[src/rtl/card_fetch_scheduler.sv]
// rtl/card_fetch_scheduler.sv - per-frame card slot fetcher with double-buffered slot table
module card_fetch_scheduler #(
    parameter int NUM_SLOTS = 10,
    parameter int BASE_ADDR = 16,
    parameter int NUM_CARDS = 14,
    parameter int IDX_WIDTH = 4,
    parameter int TIMEOUT   = 255
) (
    input  logic                 clk,
    input  logic                 reset,
    input  logic                 frame_start,
    output logic                 mem_req,
    input  logic                 mem_gnt,
    output logic [31:0]          mem_addr,
    input  logic [31:0]          mem_rdata,
    input  logic                 mem_rvalid,
    input  logic [1:0]           win_loss_in,
    input  logic [3:0]           slot_sel,
    output logic [IDX_WIDTH-1:0] card_index,
    output logic                 slot_valid,
    output logic [1:0]           win_loss,
    output logic                 busy,
    output logic                 frame_miss,
    output logic                 fetch_err
);
    localparam int              WD_W      = $clog2(TIMEOUT + 1);
    localparam logic [3:0]      LAST_SLOT = 4'(NUM_SLOTS - 1);
    localparam logic [WD_W-1:0] WD_LIMIT  = WD_W'(TIMEOUT - 1);

    typedef enum logic [1:0] {S_IDLE, S_REQ, S_WAIT_DATA, S_COMMIT} state_t;

    state_t                 state_q, state_d;
    logic [3:0]             slot_q, slot_d;
    logic [WD_W-1:0]        wdog_q, wdog_d;
    logic                   frame_miss_q, fetch_err_q;
    logic [IDX_WIDTH-1:0]   card_index_q;
    logic                   slot_valid_q;
    logic [1:0]             win_loss_q;
    logic                   shadow_we, commit, abort;

    // Shadow bank fills during the fetch; display bank only changes on commit.
    logic [IDX_WIDTH-1:0]   shadow_idx_q  [NUM_SLOTS];
    logic [IDX_WIDTH-1:0]   display_idx_q [NUM_SLOTS];
    logic [NUM_SLOTS-1:0]   shadow_vld_q, display_vld_q;

    logic [IDX_WIDTH-1:0]   rd_idx;
    logic                   rd_vld;

    assign rd_idx = mem_rdata[IDX_WIDTH-1:0];
    assign rd_vld = !mem_rdata[31] && (32'(rd_idx) < 32'(NUM_CARDS));

    assign mem_req    = (state_q == S_REQ);
    assign mem_addr   = 32'(BASE_ADDR) + {28'b0, slot_q};
    assign busy       = (state_q != S_IDLE);
    assign frame_miss = frame_miss_q;
    assign fetch_err  = fetch_err_q;
    assign card_index = card_index_q;
    assign slot_valid = slot_valid_q;
    assign win_loss   = win_loss_q;

    always_comb begin
        state_d   = state_q;
        slot_d    = slot_q;
        wdog_d    = wdog_q;
        shadow_we = 1'b0;
        commit    = 1'b0;
        abort     = 1'b0;
        case (state_q)
            S_IDLE: begin
                if (frame_start) begin
                    slot_d  = '0;
                    state_d = S_REQ;
                end
            end
            S_REQ: begin
                if (mem_gnt) begin
                    wdog_d  = '0;
                    state_d = S_WAIT_DATA;
                end
            end
            S_WAIT_DATA: begin
                if (mem_rvalid) begin
                    shadow_we = 1'b1;
                    if (slot_q == LAST_SLOT) begin
                        state_d = S_COMMIT;
                    end else begin
                        slot_d  = slot_q + 4'd1;
                        state_d = S_REQ;
                    end
                end else if (wdog_q == WD_LIMIT) begin
                    abort   = 1'b1;
                    state_d = S_IDLE;
                end else begin
                    wdog_d = wdog_q + WD_W'(1);
                end
            end
            S_COMMIT: begin
                commit  = 1'b1;
                state_d = S_IDLE;
            end
            default: state_d = S_IDLE;
        endcase
    end

    always_ff @(posedge clk) begin
        if (!reset) begin
            state_q      <= S_IDLE;
            slot_q       <= '0;
            wdog_q       <= '0;
            frame_miss_q <= 1'b0;
            fetch_err_q  <= 1'b0;
            win_loss_q   <= 2'b00;
        end else begin
            state_q      <= state_d;
            slot_q       <= slot_d;
            wdog_q       <= wdog_d;
            frame_miss_q <= frame_start && (state_q != S_IDLE);
            fetch_err_q  <= abort;
            if (commit) begin
                win_loss_q <= win_loss_in;
            end
        end
    end

    always_ff @(posedge clk) begin
        if (!reset) begin
            shadow_vld_q  <= '0;
            display_vld_q <= '0;
            for (int i = 0; i < NUM_SLOTS; i++) begin
                shadow_idx_q[i]  <= '0;
                display_idx_q[i] <= '0;
            end
        end else begin
            if (shadow_we) begin
                shadow_idx_q[slot_q] <= rd_idx;
                shadow_vld_q[slot_q] <= rd_vld;
            end
            if (commit) begin
                display_idx_q <= shadow_idx_q;
                display_vld_q <= shadow_vld_q;
            end
        end
    end

    // A lookup coincident with commit still sees the old bank.
    always_ff @(posedge clk) begin
        if (!reset) begin
            card_index_q <= '0;
            slot_valid_q <= 1'b0;
        end else if (slot_sel <= LAST_SLOT) begin
            card_index_q <= display_idx_q[slot_sel];
            slot_valid_q <= display_vld_q[slot_sel];
        end else begin
            card_index_q <= '0;
            slot_valid_q <= 1'b0;
        end
    end
endmodule

[config.mk]
export PLATFORM = sky130hd
export DESIGN_NAME = card_fetch_scheduler
export DESIGN_NICKNAME = d
export VERILOG_FILES = /design/src/rtl/card_fetch_scheduler.sv
export SDC_FILE = /design/constraint.sdc
export NUM_CORES = 1
export LEC_CHECK = 0
export BUFFER_PORTS_ARGS = -buffer_cell sky130_fd_sc_hd__buf_4
export CAP_MARGIN = 10
export CORE_MARGIN = 8
export CORE_UTILIZATION = 30
export DETAILED_ROUTE_END_ITERATION = 10
export GPL_TIMING_DRIVEN = 0
export SYNTH_ARGS = -nofsm -noshare
export SYNTH_HDL_FRONTEND = slang
export SYNTH_SLANG_ARGS = --single-unit
export TNS_END_PERCENT = 1
[constraint.sdc]
create_clock -name clk -period 3.1 [get_ports clk]
set_input_delay 0.31 -clock clk [delete_from_list [all_inputs] [get_ports clk]]
set_output_delay 0.31 -clock clk [all_outputs]
set_load 0.05 [all_outputs]
==> results_dict.tcl <==
set metrics [dict create \
    antenna_found_initial 0 \
    cts-htree-levels 4 \
    slowest_delay_ns 0.33 \
    synth_area_per_cell_um2 9.44 \
    grt-ovfl-total 0 \
    ys_async_sr_fraction 0 \
    wl_per_cell_um 14.6 \
    max_freq_ghz 0.521 \
    tightest_slew_ns 0.664 \
    rsz0062_at_grt "false" \
    startpoint_type "flip-flop" \
    cts.repair.resized 0 \
    status "finished, final reports clean" \
    drc_errors 0 \
    fp.coreArea_um2 18500 \
    drive_above_1_share 0.197 \
    end_kind "output port" \
    cts_sinks 123 \
    fin_setup_tns_ns 0 \
    yosys_warnings 0 \
    diodes 0 \
    synthTopCellsByArea "dfxtp_1 44%, mux2i_1 11%, nand2_1 7.8%" \
    viasPerCell 4.48 \
    max_slew_margin 0.557 \
    port_buffers 27 \
    die_h_um 153 \
    grt_usage 0.117 \
    syn-cell-area_um2 5620 \
    area_delta_synth_final_pct 21.2 \
    crit_buf_inv 3 \
    post-route-util 0.368 \
    synth.yosys.seq_area_share 0.438 \
    gp_congestion 0.764 \
    grt_pass1_wl_mm 21.6 \
    crit_path_top_delay_cell "or2_2" \
    cts_made_buffers 17 \
    path_clk_slew_ns 0.05 \
    clk_latency_ns 0.41 \
    root_buffer "clkbuf_16" \
    hpwl_mm 9.64 \
    grt_pass1_vias 3996 \
    vias 4092 \
    finalHoldViolCount 0 \
    boundaryPins 86 \
    initial_utilization 0.303 \
    fin_nets 716 \
    yosysTopAreaCellShare 0.438 \
    worst-setup-path-type "flip-flop to output port" \
    routed_wl_mm 13.3 \
    power.density_nw_per_um2 574 \
    cts_hold_buf 0 \
    vdd_drop_max_v 0.000336 \
    ys_seq_elements 123 \
    rows 50 \
    first_pass_iters 4 \
    synth_edf_count 0 \
    synth_top_area_cell "dfxtp_1" \
    dieArea_um2 23400 \
    critical-path-top-delay-family "buffers and inverters" \
    ys.flop_type "dfxtp_1" \
    cts_setup_buffers 0 \
    slew_violations 0 \
    die_w_um 153 \
    crit_fanout 10 \
    grt_max_degree 17 \
    ys_types 45 \
    ant_nets 0 \
    crit_required_ns 2.79 \
    syn_inst 595 \
    power_leakage_nw 2.77 \
    cap_violations 0 \
    finalCritPeriodShare 0.619 \
    cp_cell_sequence "clkbuf_2 > buf_2 > or2_2 > buf_4" \
    cp.arrival_ns 1.61 \
    drt_iter0_drc 211 \
    finalCriticalPeriod_ns 1.92 \
    min_path_type "primary input to flip-flop" \
    setup_viol 0 \
    skew_ns 0.00626 \
    cts_tree "done" \
    ctsLongestPathBuffers 2 \
]
## cell usage in the layout, fill, tap and decap left out, types with 3 or more instances in the layout
master | synthesis | routed
bufinv_16 | 0 | 3
conb_1 | 2 | 28
dfxtp_1 | 123 | 123
clkbuf_1 | 24 | 28
buf_4 | 30 | 57
nor2b_1 | 57 | 57
inv_1 | 6 | 6
nor2_1 | 4 | 4
o22ai_1 | 5 | 5
ha_1 | 6 | 6
buf_2 | 13 | 13
nor3_1 | 6 | 6
nand2_1 | 117 | 117
nand3_1 | 12 | 12
nand3_2 | 4 | 4
a2111o_1 | 3 | 3
nand3b_2 | 5 | 5
o22a_1 | 5 | 5
mux4_2 | 5 | 5
clkinv_4 | 0 | 4
mux2_2 | 10 | 10
a21boi_0 | 53 | 53
or2_2 | 5 | 5
buf_6 | 3 | 3
mux2i_1 | 61 | 61
a211oi_1 | 3 | 3
and3_1 | 4 | 4
clkbuf_16 | 0 | 17
o21ai_0 | 4 | 4
## where the power goes
group,internal [W],leakage (nW),switching (W)
combinational,0.000104,1.49,0.000211
clock,0.00129,0.288,0.000713
sequential,0.00159,0.991,0.00000327
total,0.00298,2.77,0.000927
## worst paths after layout
| kind | slack (ns) | startpoint | end | cells past startpoint |
|---|---|---|---|---|
| worst min-delay path | 0.17 | win_loss_in[1] | win_loss[1]$_SDFFE_PN0N_ | 3 |
| worst max register to register | 1.38 | state_q[1]$_SDFFE_PN0P_ | display_idx_q[21]$_SDFFE_PN0N_ | 6 |
| worst max-delay path | 1.18 | state_q[1]$_SDFFE_PN0P_ | busy | 4 |
| worst min register to register | 0.46 | display_idx_q[38]$_SDFFE_PN0N_ | display_idx_q[38]$_SDFFE_PN0N_ | 2 |
## cell type report
| class | count | area [um^2] |
|---|---|---|
| Multi-Input combinational cell | 421 | 2810 |
| Clock buffer | 22 | 454 |
| Buffer | 71 | 419 |
| Sequential cell | 123 | 2460 |
| Fill cell | 1913 | 11700 |
| Timing Repair Buffer | 27 | 203 |
| Inverter | 6 | 22.5 |
| Tap cell | 234 | 293 |
| Clock inverter | 10 | 143 |
## registers in the layout, summed over array words and instances, names as in the netlist
signal,count
display_idx_q,40
shadow_idx_q,40
display_vld_q,10
shadow_vld_q,10
wdog_q,8
card_index,4
slot_q,4
state_q,2
win_loss,2
fetch_err,1
frame_miss,1
slot_valid,1
## worst reg2reg max path: stages (launching register included)
cell      delay (ns)
dfxtp_1         0.29
clkbuf_2        0.17
buf_2           0.21
nand2_1         0.26
clkbuf_1        0.40
nand2_1         0.12
a21boi_0        0.19
## per-layer routing
layer / global-route usage / up-vias / share of wire
met3: 0.0358 / 14 / 0.041
li1: - / 2104 / -
met2: 0.187 / 58 / 0.46
met1: 0.146 / 1916 / 0.49
met5: 0 / - / 0
met4: 0.0415 / 0 / 0.015
## stage by stage
stage                     setup slack, ns  hold WS (ns)  instances  power [W]  instance area, um^2
final                                1.18         0.168        914    0.00391                 6810
after detailed placement             1.10         0.454        882    0.00194                 6210
after global placement               1.11         0.450        882    0.00194                 6210
after global routing                 1.09         0.163        914    0.00406                 6810
after floorplan                      1.24         0.440        621    0.00187                 5720
after CTS                            1.17         0.151        914    0.00395                 6810
## cells by family after synthesis
logic type / share of synthesized area
buf+inv: 0.0786
fa+ha+maj: 0.0134
compound gates: 0.116
mux: 0.149
simple gates: 0.204
other cells: 0.00134
flops: 0.438
## Yosys cell counts (all sizes together), types with 6 or more instances
cell and number:
a21boi 53, buf 46, clkbuf 25, dfxtp 123, ha 6, inv 6, mux2 10, mux2i 61
nand2 117, nand3 16, nand3b 7, nor2b 57, nor3 6
Power figures use the tool's default switching activity.
